$ cat config.mk
export PLATFORM = sky130hd
export DESIGN_NAME = fpu_divsqrt_iter
export DESIGN_NICKNAME = d
export VERILOG_FILES = /design/src/rtl/fpu_divsqrt_iter.sv
export SDC_FILE = /design/constraint.sdc
export NUM_CORES = 1
export LEC_CHECK = 0
export ABC_AREA = 1
export CORE_UTILIZATION = 49
export CTS_BUF_LIST = sky130_fd_sc_hd__clkbuf_2
export DETAILED_ROUTE_END_ITERATION = 7
export PLACE_DENSITY_LB_ADDON = 0.05
export SLEW_MARGIN = 20
export SYNTH_ARGS = -nofsm -noshare
export SYNTH_HDL_FRONTEND = slang
export SYNTH_SLANG_ARGS = --single-unit
$ cat constraint.sdc
create_clock -name clk -period 6.1 [get_ports clk]
set_input_delay 1.83 -clock clk [delete_from_list [all_inputs] [get_ports clk]]
set_output_delay 1.83 -clock clk [all_outputs]
set_load 0.02 [all_outputs]
$ cat src/rtl/fpu_divsqrt_iter.sv
// Radix-2 iterative floating-point divide / square root with IEEE rounding and flags.
// Square root is present only when FPU_DIVSQRT_SQRT_EN is defined; otherwise op_i=1 returns qNaN with NV.
module fpu_divsqrt_iter #(
  parameter int  EXP_W  = 8,
  parameter int  MANT_W = 23,
  localparam int OP_W   = 1 + EXP_W + MANT_W
) (
  input  logic            clk,
  input  logic            rst_n,
  input  logic            valid_i,
  output logic            ready_o,
  input  logic            op_i,
  input  logic [OP_W-1:0] operand_a_i,
  input  logic [OP_W-1:0] operand_b_i,
  input  logic [2:0]      rm_i,
  input  logic            kill_i,
  output logic            valid_o,
  input  logic            ready_i,
  output logic [OP_W-1:0] result_o,
  output logic [4:0]      fflags_o
);
  localparam int N     = MANT_W + 3;
  localparam int SE_W  = EXP_W + 2;
  localparam int R_W   = N + 2;
  localparam int CNT_W = $clog2(N + 1);
  localparam logic signed [SE_W-1:0] BIAS    = SE_W'((1 << (EXP_W - 1)) - 1);
  localparam logic signed [SE_W-1:0] EXP_MAX = SE_W'((1 << EXP_W) - 1);
  localparam logic signed [SE_W-1:0] ONE     = SE_W'(1);
  localparam logic [OP_W-1:0] QNAN = {1'b0, {EXP_W{1'b1}}, 1'b1, {(MANT_W-1){1'b0}}};
  localparam logic [4:0] F_NV = 5'b10000, F_DZ = 5'b01000, F_OF_NX = 5'b00101, F_UF_NX = 5'b00011;

  typedef enum logic [1:0] {IDLE, ITER, ROUND, DONE} state_e;

  function automatic logic round_inc(input logic [2:0] rm, input logic sign, input logic lsb,
                                     input logic g, input logic s);
    case (rm)
      3'd1:    round_inc = 1'b0;
      3'd2:    round_inc = sign & (g | s);
      3'd3:    round_inc = ~sign & (g | s);
      3'd4:    round_inc = g;
      default: round_inc = g & (s | lsb);
    endcase
  endfunction

  function automatic logic [OP_W-1:0] ovf_result(input logic [2:0] rm, input logic sign);
    logic to_inf;
    case (rm)
      3'd1:    to_inf = 1'b0;
      3'd2:    to_inf = sign;
      3'd3:    to_inf = ~sign;
      default: to_inf = 1'b1;
    endcase
    ovf_result = to_inf ? {sign, {EXP_W{1'b1}}, {MANT_W{1'b0}}}
                        : {sign, {(EXP_W-1){1'b1}}, 1'b0, {MANT_W{1'b1}}};
  endfunction

  state_e                  state_q, state_d;
  logic [CNT_W-1:0]        cnt_q, cnt_d;
  logic [OP_W-1:0]         res_q, res_d;
  logic [4:0]              flags_q, flags_d;
  logic                    sign_q, sign_d;
  logic signed [SE_W-1:0]  exp_q, exp_d;
  logic [2:0]              rm_q, rm_d;
  logic [R_W-1:0]          rem_q, rem_d;
  logic [N-1:0]            quo_q, quo_d;
  logic [MANT_W:0]         div_q, div_d;
`ifdef FPU_DIVSQRT_SQRT_EN
  logic                    op_q, op_d;
  logic [2*N-1:0]          rad_q, rad_d;
  logic signed [SE_W-1:0]  unb;
  logic [R_W-1:0]          rem2, trial;
`endif

  logic              sa, sb;
  logic [EXP_W-1:0]  ea, eb;
  logic [MANT_W-1:0] fa, fb;
  logic zero_a, zero_b, inf_a, inf_b, nan_a, nan_b, snan_a, snan_b, sq;
  logic special, accept;
  logic [OP_W-1:0] spec_res;
  logic [4:0]      spec_flags;

  assign {sa, ea, fa} = operand_a_i;
  assign {sb, eb, fb} = operand_b_i;
  // Denormals have a zero exponent and are treated as signed zeros
  assign zero_a = (ea == '0);
  assign zero_b = (eb == '0);
  assign inf_a  = (ea == '1) && (fa == '0);
  assign inf_b  = (eb == '1) && (fb == '0);
  assign nan_a  = (ea == '1) && (fa != '0);
  assign nan_b  = (eb == '1) && (fb != '0);
  assign snan_a = nan_a && !fa[MANT_W-1];
  assign snan_b = nan_b && !fb[MANT_W-1];
  assign sq     = sa ^ sb;
  assign accept = (state_q == IDLE) && valid_i && !kill_i;

  always_comb begin
    special    = 1'b1;
    spec_res   = QNAN;
    spec_flags = '0;
    if (op_i) begin
`ifdef FPU_DIVSQRT_SQRT_EN
      if (nan_a)       spec_flags = {snan_a, 4'b0};
      else if (zero_a) spec_res   = {sa, {(OP_W-1){1'b0}}};
      else if (sa)     spec_flags = F_NV;
      else if (inf_a)  spec_res   = {1'b0, {EXP_W{1'b1}}, {MANT_W{1'b0}}};
      else             special    = 1'b0;
`else
      spec_flags = F_NV;
`endif
    end else if (nan_a || nan_b) begin
      spec_flags = {snan_a | snan_b, 4'b0};
    end else if ((zero_a && zero_b) || (inf_a && inf_b)) begin
      spec_flags = F_NV;
    end else if (inf_a) begin
      spec_res = {sq, {EXP_W{1'b1}}, {MANT_W{1'b0}}};
    end else if (zero_b) begin
      spec_res   = {sq, {EXP_W{1'b1}}, {MANT_W{1'b0}}};
      spec_flags = F_DZ;
    end else if (zero_a || inf_b) begin
      spec_res = {sq, {(OP_W-1){1'b0}}};
    end else begin
      special = 1'b0;
    end
  end

  // Rounding: quotient/root integer bit decides the 1-bit normalisation
  logic                   norm, g_bit, s_bit, inc, carry;
  logic [MANT_W:0]        mant;
  logic [MANT_W+1:0]      mant_r;
  logic [MANT_W-1:0]      frac;
  logic signed [SE_W-1:0] e_n, e_r;

  always_comb begin
    norm   = quo_q[N-1];
    mant   = norm ? quo_q[N-1:2] : quo_q[N-2:1];
    g_bit  = norm ? quo_q[1] : quo_q[0];
    s_bit  = (norm & quo_q[0]) | (rem_q != '0);
    e_n    = norm ? exp_q : exp_q - ONE;
    inc    = round_inc(rm_q, sign_q, mant[0], g_bit, s_bit);
    mant_r = {1'b0, mant} + {{(MANT_W+1){1'b0}}, inc};
    carry  = mant_r[MANT_W+1];
    frac   = carry ? mant_r[MANT_W:1] : mant_r[MANT_W-1:0];
    e_r    = carry ? e_n + ONE : e_n;
  end

  always_comb begin
    state_d = state_q;
    cnt_d   = cnt_q;
    res_d   = res_q;
    flags_d = flags_q;
    sign_d  = sign_q;
    exp_d   = exp_q;
    rm_d    = rm_q;
    rem_d   = rem_q;
    quo_d   = quo_q;
    div_d   = div_q;
`ifdef FPU_DIVSQRT_SQRT_EN
    op_d    = op_q;
    rad_d   = rad_q;
    unb     = $signed({2'b00, ea}) - BIAS;
    rem2    = {rem_q[R_W-3:0], rad_q[2*N-1:2*N-2]};
    trial   = {quo_q, 2'b01};
`endif
    case (state_q)
      IDLE: if (accept) begin
        rm_d   = rm_i;
        sign_d = sq;
        rem_d  = R_W'({1'b1, fa});
        quo_d  = '0;
        div_d  = {1'b1, fb};
        exp_d  = $signed({2'b00, ea}) - $signed({2'b00, eb}) + BIAS;
`ifdef FPU_DIVSQRT_SQRT_EN
        op_d = op_i;
        if (op_i) begin
          // Odd unbiased exponent: fold the spare factor of 2 into the radicand
          sign_d = 1'b0;
          rem_d  = '0;
          exp_d  = (unb >>> 1) + BIAS;
          rad_d  = {(unb[0] ? {1'b1, fa, 1'b0} : {2'b01, fa}), {(MANT_W+4){1'b0}}};
        end
`endif
        if (special) begin
          state_d = DONE;
          res_d   = spec_res;
          flags_d = spec_flags;
        end else begin
          state_d = ITER;
          cnt_d   = CNT_W'(N);
        end
      end
      ITER: begin
        cnt_d = cnt_q - 1'b1;
        if (cnt_q == CNT_W'(1)) state_d = ROUND;
`ifdef FPU_DIVSQRT_SQRT_EN
        if (op_q) begin
          quo_d = {quo_q[N-2:0], rem2 >= trial};
          rem_d = (rem2 >= trial) ? rem2 - trial : rem2;
          rad_d = rad_q << 2;
        end else
`endif
        begin
          quo_d = {quo_q[N-2:0], rem_q >= R_W'(div_q)};
          rem_d = ((rem_q >= R_W'(div_q)) ? rem_q - R_W'(div_q) : rem_q) << 1;
        end
      end
      ROUND: begin
        state_d = DONE;
        if (e_r >= EXP_MAX) begin
          res_d   = ovf_result(rm_q, sign_q);
          flags_d = F_OF_NX;
        end else if (e_r[SE_W-1] || e_r == '0) begin
          res_d   = {sign_q, {(OP_W-1){1'b0}}};
          flags_d = F_UF_NX;
        end else begin
          res_d   = {sign_q, e_r[EXP_W-1:0], frac};
          flags_d = {4'b0, g_bit | s_bit};
        end
      end
      DONE: if (ready_i) state_d = IDLE;
      default: state_d = IDLE;
    endcase
    if (kill_i) state_d = IDLE;
  end

  always_ff @(posedge clk or negedge rst_n) begin
    if (!rst_n) begin
      state_q <= IDLE;
      cnt_q   <= '0;
      res_q   <= '0;
      flags_q <= '0;
    end else begin
      state_q <= state_d;
      cnt_q   <= cnt_d;
      res_q   <= res_d;
      flags_q <= flags_d;
    end
  end

  always_ff @(posedge clk) begin
    sign_q <= sign_d;
    exp_q  <= exp_d;
    rm_q   <= rm_d;
    rem_q  <= rem_d;
    quo_q  <= quo_d;
    div_q  <= div_d;
`ifdef FPU_DIVSQRT_SQRT_EN
    op_q   <= op_d;
    rad_q  <= rad_d;
`endif
  end

  assign ready_o  = (state_q == IDLE);
  assign valid_o  = (state_q == DONE);
  assign result_o = res_q;
  assign fflags_o = flags_q;

endmodule

==> metrics.txt <==
nature of the critical path endpoint=flop; Clock Skew=31.8 ps; core area=19500 sq um; Clk Latency, worst-skew pair=730 ps; die area=20500 sq um; Global Route Usage Sum=25.2%; clock buffer depth=2; input/output buffers=111; first-pass iteration count of the detailed router=5; WL per Instance=14.4 microns; Post-synth EDFFs=91; largest area contributor in the netlist=edfxtp_1; internal reg-to-reg setup slack=1770 ps; Worst IR Drop VDD=0.134 mV; busiest grt layer=met2; CTS root buffer=clkbuf_2; vias in the first global route=8191; total negative slack=0 ps; met3 Resource Use GR=4.26%; Static Leakage=5.37 nW; largest net degree at the start of global routing=57; Main synth FF type=edfxtp_1; hold buffers post-CTS=0; Residual DRC=0; Cell Pwr Density=402 nW/um^2; Hold Path Depth=2; register bit count reported by yosys=135; fraction of layout cells with a size suffix above 1=5.78%; H-tree lvl count=4; max_cap viols=0; # IOs=112; Antenna Violating Nets Remaining=0; Slew Viols, Final=0; crit path kind=in2reg; ys async rst share=32.6%; largest cells by area after synthesis=edfxtp_1 (28%), nand2_1 (15%), dfrtp_1 (11%), inv_1 (7.3%), ha_1 (5.4%); Arrival @ worst endpoint=5000 ps; initial antenna violation count=1; crit-path max FO=43; final hold violations=0; post-synthesis mux area share=0.103%; Final setup viols=0; Synth Area per Inst=7.40 sq um; RSZ-0062 raised after global routing=no; Final GP Congestion=0.895; CTS Buf Count=17; fmax=228 MHz; placed cell area=11000 sq um; row count=51; DRT iter0 DRCs=704; WL final=24600 microns; CTS tree=yes; relative slew slack=35.2%; M1 GR Usage=33.4%; Die Ht=143 microns; Compound-Gate Fraction of Synth Area=12.1%; GR Util met2=42.4%; # nets final=1540; Seq/Total Area, Yosys=39.3%; Die Width=143 microns; clk slew on worst S/H paths=210 ps; Post-Synth Simple-Gate Area=29.0%; post-synth top area share=28.0%; global route overflow=0; first-pass GRT wire length=39800 microns; adder-cell area share of the yosys netlist=5.80%; Worst-Margin Slew=963 ps; post-route cell area=11400 sq um; post-cts resize count=0; Worst Hold Class=reg2reg; vias per inst=5.23; largest family of logic cells by synthesized area=simple AND/OR/NAND/NOR gates; clock sink count=135; number of setup buffers added after CTS=0; Final period util=71.7%; WP data required=6720 ps; Post-Syn Area=9740 sq um; P&R area growth vs syn=16.7%; outcome=completed; HPWL Detailed=18900 microns; startpoint types=primary input; Mapped Cells=1317; yosys warns=0; Final Total Pwr=4.57 mW; Min Clock Period, post-route=4380 ps; worst reg2reg path depth=20; XOR/XNOR share of the synthesized area=4.04%; Syn Nets=1434; routed vias=8910; starting density of the core=50.1%; Cell variety after synth=51
==> metrics by stage <==
step                instances  worst slack, ps  util [%]  hold WS [ps]
finish                   1703             1720      58.4           505
global route             1703             1410      58.4           542
CTS                      1700             1740      58.3           514
detailed placement       1668              921      56.7           465
global placement         1668              941      56.7           462
floorplan                1317             2350         -           485
==> critical path: stages <==
cell             delay, ps
clkdlybuf4s50_1        520
nor4_1                 830
nand3b_1               190
nand2_1                170
nand2_1                 90
nor2_1                 210
nand4_1                170
nand2_1                120
buf_4                  390
nor2_1                 220
a21oi_1                170
nand3_1                 90
==> report_power, final <==
| part | leakage (nW) | switching (mW) | total [mW] | internal, mW |
|---|---|---|---|---|
| Clock | 0.184 | 0.366 | 0.684 | 0.318 |
| Sequential | 1.43 | 0.194 | 1.55 | 1.36 |
| Combinational | 3.76 | 1.48 | 2.34 | 0.857 |
| Total | 5.37 | 2.04 | 4.57 | 2.53 |
==> cells by family (layout without fill, tap and decap cells) <==
logic type                 Yosys count  count (layout)
AOI/OAI and AO/OA                  214             214
xor gates and xnor gates            45              45
adders and majority gates           44              44
buffers and inverters              226             345
DFF                                135             135
muxes                                1               1
other                                0               2
and+or+nand+nor                    652             652
==> path summary, 6_finish.rpt <==
path,startpoint,to
worst max-delay path,operand_b_i[22],result_o[28]
worst min-delay path,result_o[17],result_o[17]
worst max register to register,rem_q[20],result_o[26]
worst min register to register,result_o[17],result_o[17]
max in group asynchronous,rst_n,cnt_q[4]
min in group asynchronous,rst_n,result_o[13]
==> registers in the layout (all words and copies together) (netlist names) <==
name      cells
result_o     32
rem_q        28
quo_q        26
div_q        23
exp_q        10
cnt_q         5
fflags_o      5
rm_q          3
state_q       2
sign_q        1
==> cells in the mapped netlist, types with 3 or more instances <==
| cell | n |
|---|---|
| o22ai_1 | 3 |
| o211ai_1 | 13 |
| ha_1 | 42 |
| xor2_1 | 27 |
| o221ai_1 | 3 |
| dfrtp_1 | 44 |
| buf_1 | 3 |
| xnor2_1 | 18 |
| nand3b_1 | 6 |
| nor3_1 | 14 |
| o21ai_0 | 83 |
| o21ai_2 | 5 |
| nand3_2 | 3 |
| buf_2 | 3 |
| nor2_1 | 116 |
| nand3_1 | 51 |
| nor4_1 | 19 |
| or2_2 | 5 |
| a21oi_1 | 64 |
| o21a_1 | 3 |
| o21ai_1 | 26 |
| buf_6 | 10 |
| clkbuf_1 | 14 |
| nand4_1 | 30 |
| nor2_2 | 8 |
| nand2_2 | 9 |
| inv_2 | 5 |
| inv_1 | 190 |
| edfxtp_1 | 91 |
| nand2_1 | 378 |
==> metal layers <==
layer / part of all wire, % / vias up
met5: 0 / -
met4: 1.8 / 0
met3: 5.2 / 35
met2: 47 / 234
met1: 46 / 4088
li1: - / 4553
==> layout by cell type (no fill, tap or decap), types with 3 or more instances in the layout <==
master	synthesis	final
nor3_1	14	14
nand3_1	51	51
edfxtp_1	91	91
xnor2_1	18	18
inv_6	0	4
nand2_1	378	377
nor2_2	8	8
inv_2	5	6
nor4_1	19	19
nand3b_1	6	6
bufinv_16	0	5
o221ai_1	3	3
ha_1	42	41
clkbuf_2	0	18
o22ai_1	3	3
clkinv_4	0	3
nor2_1	116	116
inv_1	190	190
o21ai_2	5	5
o211ai_1	13	13
o21a_1	3	3
nand3_2	3	3
nand4_1	30	30
o21ai_0	83	83
dfrtp_1	44	44
or2_2	5	5
clkdlybuf4s50_1	0	110
o21ai_1	26	26
buf_4	1	6
nand2_2	9	10
a21oi_1	64	64
xor2_1	27	27
==> layout make-up <==
cell class / instances / area, sq um
clock inverter: 14 / 220
clock buffer: 18 / 90.1
antenna: 2 / 5.00
inverter: 195 / 732
tap: 265 / 332
sequential: 135 / 3830
fill: 1886 / 8090
multi-input combinational: 956 / 4980
timing repair buffer: 118 / 1170
Power figures use the tool's default switching activity.
